--- src/rtl/sa_os_ctrl_if.sv ---
// Control bundle between the systolic-array controller and its environment:
// tile request/abort, status, PE clear, operand feed and row-drain handshake.
interface sa_os_ctrl_if #(
  parameter int DIM = 16,
  parameter int KW  = 8
);
  localparam int RW = (DIM > 1) ? $clog2(DIM) : 1;

  logic          START;
  logic [KW-1:0] K_LEN;
  logic          ABORT;
  logic          BUSY;
  logic          DONE;
  logic          ACC_CLR_N;
  logic          FEED_EN;
  logic [KW-1:0] FEED_IDX;
  logic          DRAIN_VALID;
  logic          DRAIN_READY;
  logic [RW-1:0] DRAIN_ROW;
  logic [15:0]   CYC_CNT;

  modport master (
    output START, K_LEN, ABORT, DRAIN_READY,
    input  BUSY, DONE, ACC_CLR_N, FEED_EN,
    input  FEED_IDX, DRAIN_VALID, DRAIN_ROW,
    input  CYC_CNT
  );

  modport slave (
    input  START, K_LEN, ABORT, DRAIN_READY,
    output BUSY, DONE, ACC_CLR_N, FEED_EN,
    output FEED_IDX, DRAIN_VALID, DRAIN_ROW,
    output CYC_CNT
  );
endinterface

--- src/rtl/sa_os_ctrl.sv ---
// Output-stationary systolic array tile sequencer: CLEAR, FEED K operands,
// FLUSH the skew, DRAIN DIM rows, FIN. Ports: CLK, RST (async active-low),
// bus (sa_os_ctrl_if.slave). Optional cycle counter: SA_CTRL_PERF_EN.
module sa_os_ctrl #(
  parameter int DIM      = 16,
  parameter int KW       = 8,
  parameter int PIPE_LAT = 3
) (
  input logic        CLK,
  input logic        RST,
  sa_os_ctrl_if.slave bus
);
  localparam int RW = (DIM > 1) ? $clog2(DIM) : 1;
  localparam int F  = 2 * (DIM - 1) + PIPE_LAT;
  localparam int FW = (F > 1) ? $clog2(F) : 1;
  localparam logic [FW-1:0] F_LAST   = FW'(F - 1);
  localparam logic [RW-1:0] ROW_LAST = RW'(DIM - 1);

  typedef enum logic [2:0] {
    S_IDLE, S_CLEAR, S_FEED,
    S_FLUSH, S_DRAIN, S_FIN
  } state_e;

  state_e        state_q, state_d;
  logic [KW-1:0] k_q, k_d;
  logic [KW-1:0] idx_q, idx_d;
  logic [FW-1:0] fl_q, fl_d;
  logic [RW-1:0] row_q, row_d;
  logic          busy_q, busy_d;
  logic          done_q, done_d;
  logic          clr_n_q, clr_n_d;
  logic          feed_q, feed_d;
  logic          dval_q, dval_d;

  always_comb begin
    state_d = state_q;
    k_d     = k_q;
    idx_d   = '0;
    fl_d    = '0;
    row_d   = '0;
    unique case (state_q)
      S_IDLE: begin
        if (bus.START) begin
          state_d = S_CLEAR;
          k_d     = bus.K_LEN;
        end
      end
      S_CLEAR: begin
        state_d = (k_q != '0) ? S_FEED : S_DRAIN;
      end
      S_FEED: begin
        if (idx_q == k_q - KW'(1)) state_d = S_FLUSH;
        else idx_d = idx_q + KW'(1);
      end
      S_FLUSH: begin
        if (fl_q == F_LAST) state_d = S_DRAIN;
        else fl_d = fl_q + FW'(1);
      end
      S_DRAIN: begin
        row_d = row_q;
        if (bus.DRAIN_READY) begin
          if (row_q == ROW_LAST) begin
            state_d = S_FIN;
            row_d   = '0;
          end else begin
            row_d = row_q + RW'(1);
          end
        end
      end
      S_FIN:   state_d = S_IDLE;
      default: state_d = S_IDLE;
    endcase
    // Abort beats every other transition, START included.
    if (bus.ABORT && state_q != S_IDLE) begin
      state_d = S_IDLE;
      idx_d   = '0;
      fl_d    = '0;
      row_d   = '0;
    end
    // Outputs are decoded from the next state so they are registered.
    busy_d  = (state_d != S_IDLE);
    done_d  = (state_d == S_FIN);
    clr_n_d = (state_d != S_CLEAR);
    feed_d  = (state_d == S_FEED);
    dval_d  = (state_d == S_DRAIN);
  end

  always_ff @(posedge CLK or negedge RST) begin
    if (!RST) begin
      state_q <= S_IDLE;
      k_q     <= '0;
      idx_q   <= '0;
      fl_q    <= '0;
      row_q   <= '0;
      busy_q  <= 1'b0;
      done_q  <= 1'b0;
      clr_n_q <= 1'b0;
      feed_q  <= 1'b0;
      dval_q  <= 1'b0;
    end else begin
      state_q <= state_d;
      k_q     <= k_d;
      idx_q   <= idx_d;
      fl_q    <= fl_d;
      row_q   <= row_d;
      busy_q  <= busy_d;
      done_q  <= done_d;
      clr_n_q <= clr_n_d;
      feed_q  <= feed_d;
      dval_q  <= dval_d;
    end
  end

`ifdef SA_CTRL_PERF_EN
  logic [15:0] cyc_q, cyc_d;

  // Zeroed on CLEAR entry; counts every busy cycle incl. CLEAR and FIN.
  always_comb begin
    cyc_d = cyc_q;
    if (state_q == S_IDLE && state_d == S_CLEAR)
      cyc_d = '0;
    else if (state_q != S_IDLE && cyc_q != 16'hFFFF)
      cyc_d = cyc_q + 16'd1;
  end

  always_ff @(posedge CLK or negedge RST) begin
    if (!RST) cyc_q <= '0;
    else      cyc_q <= cyc_d;
  end

  assign bus.CYC_CNT = cyc_q;
`else
  assign bus.CYC_CNT = '0;
`endif

  assign bus.BUSY        = busy_q;
  assign bus.DONE        = done_q;
  assign bus.ACC_CLR_N   = clr_n_q;
  assign bus.FEED_EN     = feed_q;
  assign bus.FEED_IDX    = idx_q;
  assign bus.DRAIN_VALID = dval_q;
  assign bus.DRAIN_ROW   = row_q;
endmodule

--- src/flat_wrapper.sv ---
// flat-port wrapper written by rule: the top's interface ports become plain ports
module sa_os_ctrl_flat 
#(
  parameter int DIM      = 16,
  parameter int KW       = 8,
  parameter int PIPE_LAT = 3
)
  (CLK, RST, bus_START, bus_K_LEN, bus_ABORT, bus_DRAIN_READY, bus_BUSY, bus_DONE, bus_ACC_CLR_N, bus_FEED_EN, bus_FEED_IDX, bus_DRAIN_VALID, bus_DRAIN_ROW, bus_CYC_CNT);
  sa_os_ctrl_if #(.DIM(DIM), .KW(KW)) bus_i ();
  input logic CLK;
  input logic RST;
  input wire logic [$bits(bus_i.START)-1:0] bus_START;
  input wire logic [$bits(bus_i.K_LEN)-1:0] bus_K_LEN;
  input wire logic [$bits(bus_i.ABORT)-1:0] bus_ABORT;
  input wire logic [$bits(bus_i.DRAIN_READY)-1:0] bus_DRAIN_READY;
  output wire logic [$bits(bus_i.BUSY)-1:0] bus_BUSY;
  output wire logic [$bits(bus_i.DONE)-1:0] bus_DONE;
  output wire logic [$bits(bus_i.ACC_CLR_N)-1:0] bus_ACC_CLR_N;
  output wire logic [$bits(bus_i.FEED_EN)-1:0] bus_FEED_EN;
  output wire logic [$bits(bus_i.FEED_IDX)-1:0] bus_FEED_IDX;
  output wire logic [$bits(bus_i.DRAIN_VALID)-1:0] bus_DRAIN_VALID;
  output wire logic [$bits(bus_i.DRAIN_ROW)-1:0] bus_DRAIN_ROW;
  output wire logic [$bits(bus_i.CYC_CNT)-1:0] bus_CYC_CNT;
  assign bus_i.START = bus_START;
  assign bus_i.K_LEN = bus_K_LEN;
  assign bus_i.ABORT = bus_ABORT;
  assign bus_i.DRAIN_READY = bus_DRAIN_READY;
  assign bus_BUSY = bus_i.BUSY;
  assign bus_DONE = bus_i.DONE;
  assign bus_ACC_CLR_N = bus_i.ACC_CLR_N;
  assign bus_FEED_EN = bus_i.FEED_EN;
  assign bus_FEED_IDX = bus_i.FEED_IDX;
  assign bus_DRAIN_VALID = bus_i.DRAIN_VALID;
  assign bus_DRAIN_ROW = bus_i.DRAIN_ROW;
  assign bus_CYC_CNT = bus_i.CYC_CNT;
  sa_os_ctrl #(.DIM(DIM), .KW(KW), .PIPE_LAT(PIPE_LAT)) u_core (.CLK(CLK), .RST(RST), .bus(bus_i));
endmodule
--- config.mk ---
export PLATFORM = sky130hd
export DESIGN_NAME = sa_os_ctrl_flat
export DESIGN_NICKNAME = d
export VERILOG_FILES = /design/src/rtl/sa_os_ctrl_if.sv /design/src/rtl/sa_os_ctrl.sv /design/src/flat_wrapper.sv
export SDC_FILE = /design/constraint.sdc
export NUM_CORES = 1
export LEC_CHECK = 0
export ABC_AREA = 1
export BUFFER_PORTS_ARGS = -buffer_cell sky130_fd_sc_hd__buf_4
export CORE_UTILIZATION = 36
export CTS_CLUSTER_DIAMETER = 30
export DETAILED_ROUTE_END_ITERATION = 8
export SYNTH_ARGS = -nofsm -noshare
export SYNTH_HDL_FRONTEND = slang
export SYNTH_SLANG_ARGS = --single-unit
export TNS_END_PERCENT = 30
--- constraint.sdc ---
create_clock -name CLK -period 2.5 [get_ports CLK]
set_clock_uncertainty 0.2 [all_clocks]
set_input_delay 0.75 -clock CLK [delete_from_list [all_inputs] [get_ports CLK]]
set_output_delay 0.75 -clock CLK [all_outputs]
set_load 0.005 [all_outputs]
==> results of run 1 <==
sequential cells by signal, summed over array words and instances (netlist names):
signal	flops
u_core.bus.DONE	1
u_core.bus.BUSY	1
u_core.state_q	3
u_core.fl_q	6
u_core.bus.FEED_EN	1
u_core.bus.DRAIN_VALID	1
u_core.k_q	8
u_core.bus.FEED_IDX	8
u_core.bus.ACC_CLR_N	1
u_core.bus.DRAIN_ROW	4
how the worst max path moves through the flow:
stage | from | end | slack, ps | cells after the start
floorplan | u_core.k_q[0] | u_core.bus.DRAIN_VALID | 640 | 14
global placement | u_core.k_q[0] | u_core.bus.DRAIN_VALID | 440 | 14
detailed placement | u_core.k_q[0] | u_core.bus.DRAIN_VALID | 440 | 14
CTS | u_core.k_q[0] | u_core.bus.DRAIN_VALID | 430 | 14
global route | u_core.k_q[0] | u_core.bus.FEED_IDX[2] | 260 | 12
finish | u_core.k_q[0] | u_core.bus.DRAIN_VALID | 430 | 14
power by group:
group / switching (mW) / internal, mW
clock: 0.205 / 0.221
combinational: 0.418 / 0.264
sequential: 0.109 / 0.662
total: 0.732 / 1.15
cells in the final DEF (no fill, tap or decap), drive strengths merged:
master / instances
nand2: 45
mux2: 1
xor2: 5
buf: 30
conb: 16
and3: 1
clkinv: 1
ha: 6
nand3: 21
or2: 1
o21ai: 4
clkbuf: 6
nor3b: 5
inv: 35
clkinvlp: 1
a21oi: 14
dfrtp: 34
nor3: 6
nor2: 45
nand4: 1
xnor2: 5
cells in the mapped netlist, drive strengths merged, types with 4 or more instances:
cell type	n
nor3	6
nor3b	5
xnor2	5
nor2	45
dfrtp	34
o21ai	4
nand2	45
xor2	5
buf	17
ha	6
nand3	21
inv	35
a21oi	14
worst max-delay path: stages, from the launching register on:
cell and delay [ps]:
dfrtp_1 370, inv_1 170, ha_1 280, nand2_1 60
inv_1 40, nor2_1 70, nand2_1 70, nor2_1 110
nand3_1 90, nor2_2 100, nand3_1 100, nand2_2 120
nand2_2 60, nand2_1 70, nor2_1 40
per-stage QoR:
stage / instances / utilization (%) / cell area, µm²
after CTS: 353 / 44.4 / 2280
after detailed placement: 345 / 42.6 / 2190
after global routing: 353 / 44.4 / 2280
after global placement: 345 / 42.6 / 2190
final: 353 / 44.4 / 2280
after floorplan: 262 / - / 2000
layout make-up:
cell class | instances | share of cell area (%)
tap | 70 | 3.84
clock buffer | 6 | 3.62
clock inverter | 2 | 0.548
multi-input combinational | 176 | 39.1
inverter | 35 | 5.75
timing repair buffer | 30 | 9.86
sequential | 34 | 37.3
layer usage:
layer	routed length, µm	global-route usage (%)	vias up
met3	204	3.84	2
met5	0	0	-
met4	17	5.56	0
met1	1740	19.9	669
li1	-	-	804
met2	1620	22.2	41
logic make-up after synthesis:
| kind of cell | count (synthesis) | synth area share [%] |
|---|---|---|
| AOI/OAI and AO/OA | 18 | 4.63 |
| xor gates and xnor gates | 10 | 4.50 |
| adders and majority gates | 6 | 3.86 |
| buffers and inverters | 52 | 13.2 |
| DFF | 34 | 43.8 |
| muxes | 1 | 0.579 |
| other | 1 | 0.193 |
| and+or+nand+nor | 125 | 29.3 |
==> results.md, run 1 <==
* Status: finished, final reports clean
* Synth top area share at 43.8%
* Synth cell types at 24
* PwrDens at slightly above 800 mW/mm²
* Initial Utilization at approximately 38%
* Root buffer cell: clkbuf_8
* Die area at around 0.0057 mm²
* Die width at 75.5 µm
* Synth warn at 0
* PortBufs at 29
* Grt total ovfl at 0
* CTS tree: yes
* First-pass iteration count of the detailed router at 4
* Worst R2R Setup Slack at 430 ps
* Routed len/inst at 10.2 µm
* Clock Latency Late Sink at 280 ps
* Part of the cycle the worst path needs at about 83%
* Worst slack, placed at between 400 and 500 ps
* Diodes inserted at 0
* Core box area at between 0.005 and 0.006 mm²
* CP Max Fanout at 7
* # clock sinks at 34
* Top cells by area, synth: dfrtp_1 (44%), nand2_1 (8.1%), nor2_1 (8.1%), inv_1 (6.8%), buf_4 (6.2%)
* Die Y at approximately 75 µm
* Tot Pwr at ~1.9 mW
* Reg-to-Reg End: u_core.bus.DRAIN_VALID
* Tot GR Track Use at 14.6%
* Leakage at about 1.2 nW
* Critical Path Start Type: register
* Post-CTS setup buffer count at 0
* Synth Flop Type: dfrtp_1
* Via count of the first global-routing pass at around 1400
* Hold/Removal Path Class: input pin to async pin
* Final setup fails at 0
* Post-synth EDFFs at 0
* Clock-pin slew on the worst setup and hold paths at 70 ps
* Min setup slack post-route at about 430 ps
* Area occupied by registers at about 850 µm²
* Drt initial violations at 82
* CP arrival at 2050 ps
* Vias at around 1500
* Crit path time final at 2070 ps
* Fillers at 548
* WHS at between 200 and 250 ps
* CP Data Required Time at 2480 ps
* Post-route ant nets at 0
* I/O pin count at 46
* Combined area of the multi-input logic cells at 893 µm²
* Worst r2r src: u_core.k_q[0]
* Vias per cell at 4.29
* Fin. max-slew vios at 0
* RSZ-0062 raised after global routing: false
* FMAX at 483 MHz
* CTS Buffer Depth at 2
* DRC Markers at 0
* Global-route wire length before repair at a little over 6000 µm
* FP Rows at 26
* Fraction of layout cells with a size suffix above 1 at between 10% and 20%
* Final wirelength at between 3000 and 4000 µm
* Mean post-synth cell area at around 7.9 µm²
* Reg2Reg Depth at 14
* Final #Nets at approximately 300
* H-tree Lvls at 2
* CTS buffer count at 5
* Post-synth ARST share at 100%
* CTS Hold Buffers Added at 0
* Largest net degree at the start of global routing at 35
* Cts repair resizes at 0
* Largest area contributor in the netlist: dfrtp_1
* Routability cong. at approximately 0.82
* WS Path Type: register to register
* Cell area after synthesis at 0.00194 mm²
* Synth Register Bits at 34
* Final Hold Fails at 0
* Max Cap Viol at 0
* Maximum VDD drop at between 300 and 400 µV
* Synth-to-Final Area Change at 17.4%
* Crit. End Element: register
* Antenna violations before repair at 0
* Post-detailed-placement half-perimeter wirelength at 2670 µm
* Synth Instances at roughly 250
* Setup TNS at 0 ps
* Post-synthesis sequential area ratio at a little over two fifths
Power figures use the tool's default switching activity.
==> run 2, diff against run 1 <==
==> constraint.sdc (replaced) <==
create_clock -name CLK -period 2 [get_ports CLK]
set_clock_uncertainty 0.2 [all_clocks]
set_input_delay 0.6 -clock CLK [delete_from_list [all_inputs] [get_ports CLK]]
set_output_delay 0.6 -clock CLK [all_outputs]
set_load 0.005 [all_outputs]
==> results.md, run 2 (synthesized netlist as in run 1, its figures left out) <==
* Int Pwr at 1.51 mW (was 1.15 mW)
* Global-route wire length before repair at 6240 µm (was 6180 µm)
* Die area at 0.00570 mm² (unchanged)
* Most common library cell in the layout ignoring fill and taps: nor2_1
* Fraction of layout cells with a size suffix above 1 at 21.5% (was 17.7%)
* Final wirelength at 3710 µm (was 3580 µm)
* Vias at 1555 (was 1516)
* Crit. End Element: register (unchanged)
* Part of the cycle the worst path needs at 96.6% (was 82.7%)
* FP Rows at 26 (unchanged)
* Root buffer cell: clkbuf_8 (unchanged)
* CP Max Fanout at 3 (was 7)
* Slew @ Worst Pin at about 490 ps
* Final setup fails at 0 (unchanged)
* Area occupied by registers at 851 µm² (unchanged)
* Sequential share of power at 39.2% (was 41.0%)
* CTS buffer count at 5 (unchanged)
* Initial Utilization at 37.8% (unchanged)
* Routed len/inst at 10.3 µm (was 10.2 µm)
* Final #Nets at 307 (was 301)
* Clk pwr share at 21.7% (was 22.7%)
* I/O pin count at 46 (unchanged)
* Fin. max-slew vios at 0 (unchanged)
* CTS Hold Buffers Added at 0 (unchanged)
* Vias per cell at 4.33 (was 4.29)
* Diodes inserted at 0 (unchanged)
* Combined area of the multi-input logic cells at 918 µm² (was 893 µm²)
* Sw power at 0.970 mW (was 0.732 mW)
* Setup TNS at 0 ps (unchanged)
* Die width at 75.5 µm (unchanged)
* Antenna violations before repair at 0 (unchanged)
* PortBufs at 29 (unchanged)
* DRC Markers at 0 (unchanged)
* Post-route ant nets at 0 (unchanged)
* Via count of the first global-routing pass at 1380 (was 1409)
* CTS tree: yes (unchanged)
* Maximum VDD drop at 532 µV (was 363 µV)
* Drt initial violations at 61 (was 82)
* Status: finished, final reports clean (unchanged)
* Max Cap Viol at 0 (unchanged)
* Sw Share at 39.1% (was 39.0%)
* Grt total ovfl at 0 (unchanged)
* Worst slack, placed at -1.21 ps (was 438 ps)
* Hold/Removal Path Class: input pin to async pin (unchanged)
* WS Path Type: register to register (unchanged)
* Critical Path Start Type: register (unchanged)
* Clock Latency Late Sink at 290 ps (was 280 ps)
* H-tree Lvls at 2 (unchanged)
* Largest net degree at the start of global routing at 35 (unchanged)
* Min setup slack post-route at 68.0 ps (was 431 ps)
* CP Data Required Time at 1980 ps (was 2480 ps)
* Most frequent cells in the layout: nor2_1 (42), nand2_1 (41), buf_4 (36) (was nand2_1 (42), nor2_1 (42), inv_1 (35))
* Final Hold Fails at 0 (unchanged)
* RSZ-0062 raised after global routing: true (was false)
* Die Y at 75.5 µm (unchanged)
* Core box area at 0.00514 mm² (unchanged)
* Synth-to-Final Area Change at 21.0% (was 17.4%)
* FMAX at 518 MHz (was 483 MHz)
* First-pass iteration count of the detailed router at 4 (unchanged)
* Relative slew slack at 67.1%
* Clock-pin slew on the worst setup and hold paths at 70 ps (about the same)
* Final Util at 45.8% (was 44.4%)
* Post-detailed-placement half-perimeter wirelength at 2770 µm (was 2670 µm)
* # clock sinks at 34 (unchanged)
* Crit path time final at 1930 ps (was 2070 ps)
* Logic pwr share at 39.2% (was 36.3%)
* Tot GR Track Use at 14.8% (was 14.6%)
* CP arrival at 1910 ps (was 2050 ps)
* Fillers at 539 (was 548)
* CTS Buffer Depth at 2 (unchanged)
* Routability cong. at 0.892 (was 0.825)
* Leakage at 1.21 nW (was 1.18 nW)
* PwrDens at 1050 mW/mm² (was 823 mW/mm²)
[run 2: final cells by class]
cell class	instances	area share, %
multi-input combinational	176	39.0
sequential	34	36.2
timing repair buffer	36	11.5
inverter	35	5.58
tap	70	3.72
clock buffer	6	3.51
clock inverter	2	0.532
[run 2: per-layer routing]
layer	global-route usage, %	up-vias	share of wire [%]	wire [µm]
li1	-	816	-	-
met1	20.4	691	52	1920
met2	22.5	42	43	1580
met3	3.97	6	4.3	161
met4	4.94	0	1.3	50
met5	0	-	0	0
[run 2: power by group through the flow]
stage / clock network (mW) / registers (mW) / logic, mW
final: 0.537 / 0.972 / 0.972
after global routing: 0.588 / 0.988 / 1.12
after CTS: 0.560 / 0.968 / 0.890
after detailed placement: 0 / 0.979 / 0.884
after global placement: 0 / 0.976 / 0.884
after floorplan: 0 / 0.947 / 0.654
[run 2: path summary, 6_finish.rpt]
path	start	endpoint	slack, ps	depth (start not counted)
max	u_core.k_q[1]	u_core.bus.DRAIN_VALID	70	14
max reg2reg	u_core.k_q[1]	u_core.bus.DRAIN_VALID	70	14
min	RST	u_core.bus.FEED_IDX[6]	50	1
max in group asynchronous	RST	u_core.fl_q[2]	1250	1
min in group CLK	u_core.fl_q[0]	u_core.fl_q[0]	290	1
min reg2reg	u_core.fl_q[0]	u_core.fl_q[0]	290	1
[run 2: stage by stage]
| stage | hold WS, ps | instances | power (mW) | cell area, µm² |
|---|---|---|---|---|
| after floorplan | 104 | 262 | 1.60 | 2000 |
| after global placement | 285 | 348 | 1.86 | 2210 |
| after detailed placement | 290 | 348 | 1.86 | 2210 |
| after CTS | 61.2 | 356 | 2.42 | 2310 |
| after global routing | 78.8 | 359 | 2.70 | 2350 |
| final | 47.4 | 359 | 2.48 | 2350 |
[run 2: critical path, stage by stage (launching register included)]
cell and delay, ps:
dfrtp_1 390, inv_2 100, ha_4 210, nand2_2 50, inv_1 30, nor2_1 70
nand2_1 70, nor2_1 80, nand3_1 100, nor2_2 140, nand3_2 90, nand2_2 120
nand2_2 70, nand2_1 60, nor2_1 40
[run 2: timing repair]
item | in CTS | in global routing
cloned | 0 | 0
gates resized for setup | 1 | 5
setup buffers | 0 | 3
setup endpoints to repair | 1 | 14
pin swaps | 1 | 6
